[src/rtl/ble_packet_sync_ctrl.sv]
// BLE receive sequencer: symbol re-timing, access-address search, header parse
// and byte streaming of header, payload and CRC to the downstream sink.
module ble_packet_sync_ctrl #(
  parameter int          SAMPLE_RATE = 16,
  parameter logic [31:0] ACCESS_ADDR = 32'h8E89BED6,
  parameter int          AA_WINDOW   = 40,
  parameter int          MAX_LEN     = 37,
  parameter int          CRC_BYTES   = 3
) (
  input  logic       clk,
  input  logic       resetn,
  input  logic       en,
  input  logic       data_bit,
  input  logic       preamble_detected,
  input  logic       abort,
  output logic [7:0] byte_out,
  output logic       byte_valid,
  output logic       byte_last,
  output logic       aa_matched,
  output logic       pkt_done,
  output logic       pkt_error,
  output logic       busy
);

  localparam int PH_W  = $clog2(SAMPLE_RATE);
  localparam int WIN_W = $clog2(AA_WINDOW + 1);
  localparam logic [PH_W-1:0]  STROBE_PH = PH_W'(SAMPLE_RATE / 2 - 1);
  localparam logic [PH_W-1:0]  PH_LAST   = PH_W'(SAMPLE_RATE - 1);
  localparam logic [WIN_W-1:0] WIN_LIMIT = WIN_W'(AA_WINDOW);

  typedef enum logic [1:0] {IDLE, AA_SEARCH, HEADER, PAYLOAD} state_t;

  state_t            state_q, state_d;
  logic [PH_W-1:0]   phase_q, phase_d;
  logic [WIN_W-1:0]  win_q, win_d;
  logic [31:0]       aa_sr_q, aa_sr_d;
  logic [2:0]        bit_cnt_q, bit_cnt_d;
  logic [7:0]        byte_sr_q, byte_sr_d;
  logic              hdr_idx_q, hdr_idx_d;
  logic [8:0]        rem_q, rem_d;
  logic [7:0]        byte_out_q, byte_out_d;
  logic              byte_valid_q, byte_valid_d;
  logic              byte_last_q, byte_last_d;
  logic              aa_matched_q, aa_matched_d;
  logic              pkt_done_q, pkt_done_d;
  logic              pkt_error_q, pkt_error_d;
  logic              busy_q, busy_d;

  logic        strobe;
  logic [31:0] aa_shift;
  logic [7:0]  byte_shift;

  assign strobe     = en && (state_q != IDLE) && (phase_q == STROBE_PH);
  assign aa_shift   = {data_bit, aa_sr_q[31:1]};
  assign byte_shift = {data_bit, byte_sr_q[7:1]};

  always_comb begin
    state_d      = state_q;
    phase_d      = phase_q;
    win_d        = win_q;
    aa_sr_d      = aa_sr_q;
    bit_cnt_d    = bit_cnt_q;
    byte_sr_d    = byte_sr_q;
    hdr_idx_d    = hdr_idx_q;
    rem_d        = rem_q;
    byte_out_d   = byte_out_q;
    byte_valid_d = 1'b0;
    byte_last_d  = 1'b0;
    aa_matched_d = 1'b0;
    pkt_done_d   = 1'b0;
    pkt_error_d  = 1'b0;

    if (abort) begin
      state_d    = IDLE;
      byte_out_d = 8'd0;
    end else if (en) begin
      if (state_q != IDLE)
        phase_d = (phase_q == PH_LAST) ? '0 : phase_q + PH_W'(1);
      case (state_q)
        IDLE: begin
          if (preamble_detected) begin
            state_d   = AA_SEARCH;
            phase_d   = '0;
            win_d     = '0;
            aa_sr_d   = '0;
            bit_cnt_d = '0;
            byte_sr_d = '0;
            hdr_idx_d = 1'b0;
          end
        end
        AA_SEARCH: begin
          if (strobe) begin
            aa_sr_d = aa_shift;
            win_d   = win_q + WIN_W'(1);
            if (aa_shift == ACCESS_ADDR) begin
              aa_matched_d = 1'b1;
              state_d      = HEADER;
            end else if (win_q + WIN_W'(1) == WIN_LIMIT) begin
              state_d = IDLE;
            end
          end
        end
        HEADER: begin
          if (strobe) begin
            byte_sr_d = byte_shift;
            bit_cnt_d = bit_cnt_q + 3'd1;
            if (bit_cnt_q == 3'd7) begin
              if (!hdr_idx_q) begin
                byte_valid_d = 1'b1;
                byte_out_d   = byte_shift;
                hdr_idx_d    = 1'b1;
              end else if ({1'b0, byte_shift} > 9'(MAX_LEN)) begin
                // Oversized length byte is swallowed; only the error is reported
                pkt_error_d = 1'b1;
                state_d     = IDLE;
              end else begin
                byte_valid_d = 1'b1;
                byte_out_d   = byte_shift;
                rem_d        = {1'b0, byte_shift} + 9'(CRC_BYTES);
                state_d      = PAYLOAD;
              end
            end
          end
        end
        PAYLOAD: begin
          if (strobe) begin
            byte_sr_d = byte_shift;
            bit_cnt_d = bit_cnt_q + 3'd1;
            if (bit_cnt_q == 3'd7) begin
              byte_valid_d = 1'b1;
              byte_out_d   = byte_shift;
              rem_d        = rem_q - 9'd1;
              if (rem_q == 9'd1) begin
                byte_last_d = 1'b1;
                pkt_done_d  = 1'b1;
                state_d     = IDLE;
              end
            end
          end
        end
        default: state_d = IDLE;
      endcase
    end
    busy_d = (state_d != IDLE);
  end

  always_ff @(posedge clk) begin
    if (!resetn) begin
      state_q      <= IDLE;
      phase_q      <= '0;
      win_q        <= '0;
      aa_sr_q      <= '0;
      bit_cnt_q    <= '0;
      byte_sr_q    <= '0;
      hdr_idx_q    <= 1'b0;
      rem_q        <= '0;
      byte_out_q   <= '0;
      byte_valid_q <= 1'b0;
      byte_last_q  <= 1'b0;
      aa_matched_q <= 1'b0;
      pkt_done_q   <= 1'b0;
      pkt_error_q  <= 1'b0;
      busy_q       <= 1'b0;
    end else begin
      state_q      <= state_d;
      phase_q      <= phase_d;
      win_q        <= win_d;
      aa_sr_q      <= aa_sr_d;
      bit_cnt_q    <= bit_cnt_d;
      byte_sr_q    <= byte_sr_d;
      hdr_idx_q    <= hdr_idx_d;
      rem_q        <= rem_d;
      byte_out_q   <= byte_out_d;
      byte_valid_q <= byte_valid_d;
      byte_last_q  <= byte_last_d;
      aa_matched_q <= aa_matched_d;
      pkt_done_q   <= pkt_done_d;
      pkt_error_q  <= pkt_error_d;
      busy_q       <= busy_d;
    end
  end

  assign byte_out   = byte_out_q;
  assign byte_valid = byte_valid_q;
  assign byte_last  = byte_last_q;
  assign aa_matched = aa_matched_q;
  assign pkt_done   = pkt_done_q;
  assign pkt_error  = pkt_error_q;
  assign busy       = busy_q;

endmodule

[config.mk]
export PLATFORM = sky130hd
export DESIGN_NAME = ble_packet_sync_ctrl
export DESIGN_NICKNAME = d
export VERILOG_FILES = /design/src/rtl/ble_packet_sync_ctrl.sv
export SDC_FILE = /design/constraint.sdc
export NUM_CORES = 1
export LEC_CHECK = 0
export CAP_MARGIN = 30
export CORE_ASPECT_RATIO = 1.25
export CORE_MARGIN = 2
export CORE_UTILIZATION = 32
export DETAILED_ROUTE_END_ITERATION = 16
export GPL_ROUTABILITY_DRIVEN = 0
export PLACE_DENSITY_LB_ADDON = 0.05
export SLEW_MARGIN = 0
export SYNTH_ARGS = -nofsm -noshare
export SYNTH_HDL_FRONTEND = slang
export SYNTH_SLANG_ARGS = --single-unit
[constraint.sdc]
create_clock -name clk -period 2.3 [get_ports clk]
set_input_delay 0.345 -clock clk [delete_from_list [all_inputs] [get_ports clk]]
set_output_delay 0.345 -clock clk [all_outputs]
set_load 0.005 [all_outputs]
==> flow_metrics.env, run 1 <==
export IMPL_status="finished clean"
export IMPL_synth_seq_cells=76
export IMPL_coreArea_mm2=0.0106
export IMPL_ys_flop_type="dfxtp_1"
export IMPL_maxCapViolCount=0
export IMPL_synth_edf_count=0
export IMPL_hp_class="flip-flop to flip-flop"
export IMPL_grt_max_degree=34
export IMPL_drtPass1Iterations=4
export IMPL_finalNetCount=468
export IMPL_route_vias_total=3179
export IMPL_worst_hold_slack_ps=471
export IMPL_layout_setup_ws_ps=131
export IMPL_clk_pin_slew_worst_paths_ps=60
export IMPL_vias_per_cell=5.38
export IMPL_arrival_ps=2390
export IMPL_finClkSkew_ps=6.15
export IMPL_clock_latency_ps=340
export IMPL_synthArstFlopShare=0
export IMPL_crit_fanout=5
export IMPL_postSynthAreaPerCell_um2=8.33
export IMPL_clock_sinks=76
export IMPL_end_kind="flip-flop"
export IMPL_wl_per_cell_um=16.0
export IMPL_ctsLongestPathBuffers=2
export IMPL_tightest_slew_ps=475
export IMPL_drtIter0Drc=132
export IMPL_p_per_area_mw_per_mm2=708
export IMPL_drc=0
export IMPL_antenna_found_initial=0
export IMPL_antenna_cells=0
export IMPL_timing_fmax_ghz=0.461
export IMPL_fin_crit_sh=0.943
export IMPL_relSlewSlack=0.683
export IMPL_vdd_ir_drop_max_mv=0.336
export IMPL_period_needed_ps=2170
export IMPL_ys_types=52
export IMPL_dieArea_mm2=0.0118
export IMPL_synth_most_common_cell="dfxtp_1"
export IMPL_synth_top_area_frac=0.436
export IMPL_place_ws_ps=-87.7
export IMPL_htree_levels=3
export IMPL_ant_nets=0
export IMPL_drive_gt1_frac=0.135
export IMPL_synth_area_leaders="dfxtp_1 (44%), a22oi_1 (5.8%), nor2_1 (5.8%), a21oi_1 (5.2%), nand2_1 (3.7%)"
export IMPL_power_total_mw=3.12
export IMPL_syn_area_mm2=0.00349
export IMPL_gr_usage_all_layers=0.166
export IMPL_drt_wl_total_um=9480
export IMPL_post_cts_buffers=0
export IMPL_io_pins=20
export IMPL_start_util=0.329
export IMPL_io_buffers=19
export IMPL_num_rows=42
export IMPL_required_ps=2520
export IMPL_die_y_um=121
export IMPL_cts_buffers=9
export IMPL_hold_viol_final=0
export IMPL_grt_pass1_wl_um=15500
export IMPL_setup_viol=0
export IMPL_synth_area_leader_cell="dfxtp_1"
export IMPL_gr_total_overflow=0
export IMPL_syn2layout_area_growth_pct=26.5
export IMPL_ys_seq_area_frac=0.436
export IMPL_ys_warn_count=0
export IMPL_die_w_um=97.4
export IMPL_dpl_hpwl_um=6660
export IMPL_cp_start_kind="flip-flop"
export IMPL_fin_util=0.416
export IMPL_slew_viol_final=0
export IMPL_grt_pass1_vias=3059
export IMPL_leakage_nw=1.51
export IMPL_cts_tree="yes"
export IMPL_synthTopCellsByCount="dfxtp_1 (76), nor2_1 (54), a21oi_1 (36), nand2_1 (34), a22oi_1 (27)"
export IMPL_root_buffer="clkbuf_16"
export IMPL_syn_inst=419
export IMPL_syn_nets=433
export IMPL_critical_path_class="flip-flop to flip-flop"
==> final cells by class <==
type	instances	area (um2)
fill	1103	6200
timing repair buffer	54	490
clock inverter	5	106
tap	132	165
multi-input combinational	302	1840
sequential	76	1520
inverter	11	41.3
clock buffer	11	253
==> state kept, by name, indices dropped and copies added (netlist names) <==
| name | flops |
|---|---|
| aa_matched | 1 |
| aa_sr_q | 31 |
| bit_cnt_q | 3 |
| busy | 1 |
| byte_out | 8 |
| byte_sr_q | 7 |
| byte_valid | 1 |
| hdr_idx_q | 1 |
| phase_q | 4 |
| pkt_done | 1 |
| pkt_error | 1 |
| rem_q | 9 |
| state_q | 2 |
| win_q | 6 |
==> routing by layer <==
metal  global-route usage  wire length, um  share of wire
met5                    0                0              0
met4               0.0807              224          0.024
met3               0.0329              215          0.023
met2                0.292             4730           0.50
met1                0.191             4310           0.45
==> cells in the final DEF (no fill, tap or decap), types with 2 or more instances in the layout <==
cell and n:
dfxtp_1 76, nor2_1 54, a21oi_1 36, nand2_1 34
buf_4 32, a22oi_1 27, nand3_1 24, clkdlybuf4s50_1 19
o21ai_0 15, inv_1 11, nand4_1 11, nor3_1 9
clkbuf_16 9, mux2i_1 8, ha_1 8, nand2b_1 5
nor4_1 5, or3_1 5, a31oi_1 5, a211oi_1 5
xor2_1 3, a311oi_1 3, nor4b_1 3, and4b_1 3
bufinv_16 3, buf_12 3, a41oi_1 2, and2_1 2
or2_2 2, and3_1 2, nand3b_1 2, o32ai_1 2
nand4b_1 2, a21o_1 2, clkbuf_8 2
==> power breakdown <==
part	total (mW)	switching, mW	internal (mW)
Clock	1.70	0.576	1.12
Combinational	0.105	0.0691	0.0360
Sequential	1.32	0.00177	1.32
==> timing repair <==
action | in CTS | in global routing
resized for setup | 0 | 2
endpoints found under the setup margin | 0 | 3
hold buffers | 0 | 0
==> worst max-delay path: stages, from the launching register on <==
cell       delay [ps]
dfxtp_1           350
inv_1              70
ha_1              220
nand4bb_4         170
a41oi_1           170
or3_4             430
buf_4             140
or3_1             370
o311a_1           130
==> metrics by stage <==
step	TNS (ps)	instances	cell area, um2
after global placement	-138	575	4030
after detailed placement	-182	575	4030
after CTS	0	591	4390
after global routing	-38.3	591	4410
final	0	591	4410
after floorplan	0	419	3490
==> final timing paths <==
path / startpoint / end / cells past startpoint / slack [ps]
setup / recovery: byte_sr_q[1] / rem_q[0] / 8 / 130
hold / removal: aa_sr_q[28] / aa_sr_q[28] / 2 / 470
setup reg to reg: byte_sr_q[1] / rem_q[0] / 8 / 130
hold reg to reg: aa_sr_q[28] / aa_sr_q[28] / 2 / 470
==> cell families (layout without fill, tap and decap cells) <==
group,Yosys count,after routing,share of synthesized area
muxes,8,8,0.0229
xor gates and xnor gates,3,3,0.00753
DFF,76,76,0.436
buffers and inverters,41,81,0.0473
and+or+nand+nor,175,175,0.256
adders and majority gates,8,8,0.0287
AOI/OAI and AO/OA,108,108,0.201
(Power assumes the default switching activity.)
==> run 2: changes to the inputs <==
GPL_TIMING_DRIVEN = 0   (was not set)
SLEW_MARGIN = not set   (was 0)
==> run 2 against run 1 <==
  * Via count fell by 1.5%
  * Setup slack got worse by 32 ps
  * Final cell count fell by 1.2%
  * First-iteration DRC count rose by 6.1%
  * Clock skew rose by 3.6 ps
  * Utilization fell by 2.2 points
  * Sequential power barely moved
  * Highest routed layer unchanged
  * Register-to-register slack got worse by 30 ps
  * Final area fell by 5.2%
  * Critical endpoint unchanged
  * Global-route usage rose by 0.063 points
==> flow_metrics.env, run 2 (synthesis gave the netlist of run 1 again) <==
export IMPL_clk_pin_slew_worst_paths_ps=60
export IMPL_leakage_nw=1.35
export IMPL_slowest_delay_ps=410
export IMPL_grt_max_degree=13
export IMPL_mostFrequentLayoutCells="dfxtp_1 (73), nor2_1 (54), a21oi_1 (36)"
export IMPL_power_total_mw=2.80
export IMPL_top_layer="met4"
export IMPL_maxCapViolCount=0
export IMPL_antenna_found_initial=0
export IMPL_clock_sinks=76
export IMPL_combPwrFrac=0.034
export IMPL_drtIter0Drc=140
export IMPL_crit_family="simple AND/OR/NAND/NOR gates"
export IMPL_largest_reg_flops=31
export IMPL_final_common_cell="dfxtp_1"
export IMPL_regMostFlops="aa_sr_q"
export IMPL_dpl_hpwl_um=6800
export IMPL_grt_pass1_vias=3054
export IMPL_wl_met3_um=212
export IMPL_power_switching_mw=0.619
export IMPL_io_pins=20
export IMPL_setup_viol=0
export IMPL_wl_per_cell_um=16.2
export IMPL_coreArea_mm2=0.0106
export IMPL_wl_met1_um=4160
export IMPL_pwr_share_clk=0.494
export IMPL_root_buffer="clkbuf_16"
export IMPL_critical_path_class="flip-flop to flip-flop"
export IMPL_intPower_mw=2.18
export IMPL_gr_usage_all_layers=0.166
export IMPL_clock_latency_ps=340
export IMPL_arrival_ps=2430
export IMPL_fin_setup_tns_ps=0
export IMPL_grt_setup_unrepaired="true"
export IMPL_fin_crit_sh=0.957
export IMPL_place_area_mm2=0.00383
export IMPL_status="finished clean"
export IMPL_cpMaxStageDelayCell="or3_1"
export IMPL_end_kind="flip-flop"
export IMPL_num_rows=42
export IMPL_cts_tree="yes"
export IMPL_multi_input_area_mm2=0.00186
export IMPL_drtPass1Iterations=5
export IMPL_swShare=0.221
export IMPL_wl_met2_um=4900
export IMPL_route_vias_total=3132
export IMPL_p_seq_frac=0.472
export IMPL_htree_levels=3
export IMPL_ctsLongestPathBuffers=2
export IMPL_ant_nets=0
export IMPL_hold_viol_final=0
export IMPL_cts_buffers=9
export IMPL_timing_fmax_ghz=0.454
export IMPL_syn2layout_area_growth_pct=19.9
export IMPL_start_util=0.329
export IMPL_drt_wl_total_um=9490
export IMPL_slew_viol_final=0
export IMPL_io_buffers=18
export IMPL_antenna_cells=0
export IMPL_crit_fanout=10
export IMPL_tightest_slew_ps=785
export IMPL_place_ws_ps=-335
export IMPL_nFillCells=1132
export IMPL_finClkSkew_ps=9.74
export IMPL_cp_start_kind="flip-flop"
export IMPL_cp_num_buf_inv=2
export IMPL_crit_chain="inv_1, ha_2, nand4bb_4, a41oi_1, or3_1, clkbuf_4, or3_1, o311a_1"
export IMPL_vias_per_cell=5.36
export IMPL_required_ps=2530
export IMPL_dieArea_mm2=0.0118
export IMPL_hp_class="input pin to flip-flop"
export IMPL_p_per_area_mw_per_mm2=669
export IMPL_gr_total_overflow=0
export IMPL_die_y_um=121
export IMPL_layout_setup_ws_ps=99.5
export IMPL_hold_buffers=0
export IMPL_relSlewSlack=0.472
export IMPL_die_w_um=97.4
export IMPL_grt_pass1_wl_um=15500
export IMPL_register_area_mm2=0.00153
export IMPL_stdcell_area_mm2=0.00418
export IMPL_drc=0
export IMPL_period_needed_ps=2200
export IMPL_drive_gt1_frac=0.0863
export IMPL_cp_common_cell="or3_1"
export IMPL_vdd_ir_drop_max_mv=0.261
export IMPL_finalNetCount=461
-- run 2: power groups by stage --
stage	clock [mW]	sequential (mW)	combinational [mW]
5_1_grt	1.49	1.32	0.106
3_3_place_gp	0	1.35	0.0969
6_report	1.38	1.32	0.0965
2_1_floorplan	0	1.35	0.0554
3_5_place_dp	0	1.35	0.0963
4_1_cts	1.42	1.32	0.0979
-- run 2: final timing paths --
kind | slack [ps] | from | depth (start not counted) | to
worst max-delay path | 100 | byte_sr_q[2] | 8 | rem_q[0]
worst min-delay path | 380 | en | 2 | phase_q[2]
worst max register to register | 100 | byte_sr_q[2] | 8 | rem_q[0]
worst min register to register | 470 | aa_sr_q[27] | 2 | aa_sr_q[27]
-- run 2: per-layer routing --
metal  GRT usage  vias up
li1            -     1599
met1       0.195     1484
met2       0.288       31
met3      0.0318       18
met4      0.0877        0
met5           0        -
-- run 2: per-stage QoR --
step | cells | utilization | hold WS [ps]
3_3_place_gp | 569 | 0.361 | 455
6_report | 584 | 0.394 | 385
4_1_cts | 585 | 0.390 | 371
5_1_grt | 584 | 0.394 | 406
2_1_floorplan | 419 | - | 440
3_5_place_dp | 569 | 0.361 | 461
-- run 2: what timing repair did --
action                                  CTS  global route
endpoints found under the setup margin   40            39
resized for setup                         3            14
buffers inserted                          0             0
-- run 2: cell type report --
type | instances | area share
plain buffers | 29 | 0.0296
flip-flops and latches | 76 | 0.365
well taps | 132 | 0.0395
clock buffers | 11 | 0.0556
repair buffers | 18 | 0.0431
clock inverters | 5 | 0.0126
inverters | 11 | 0.00987
multi-input cells | 302 | 0.445
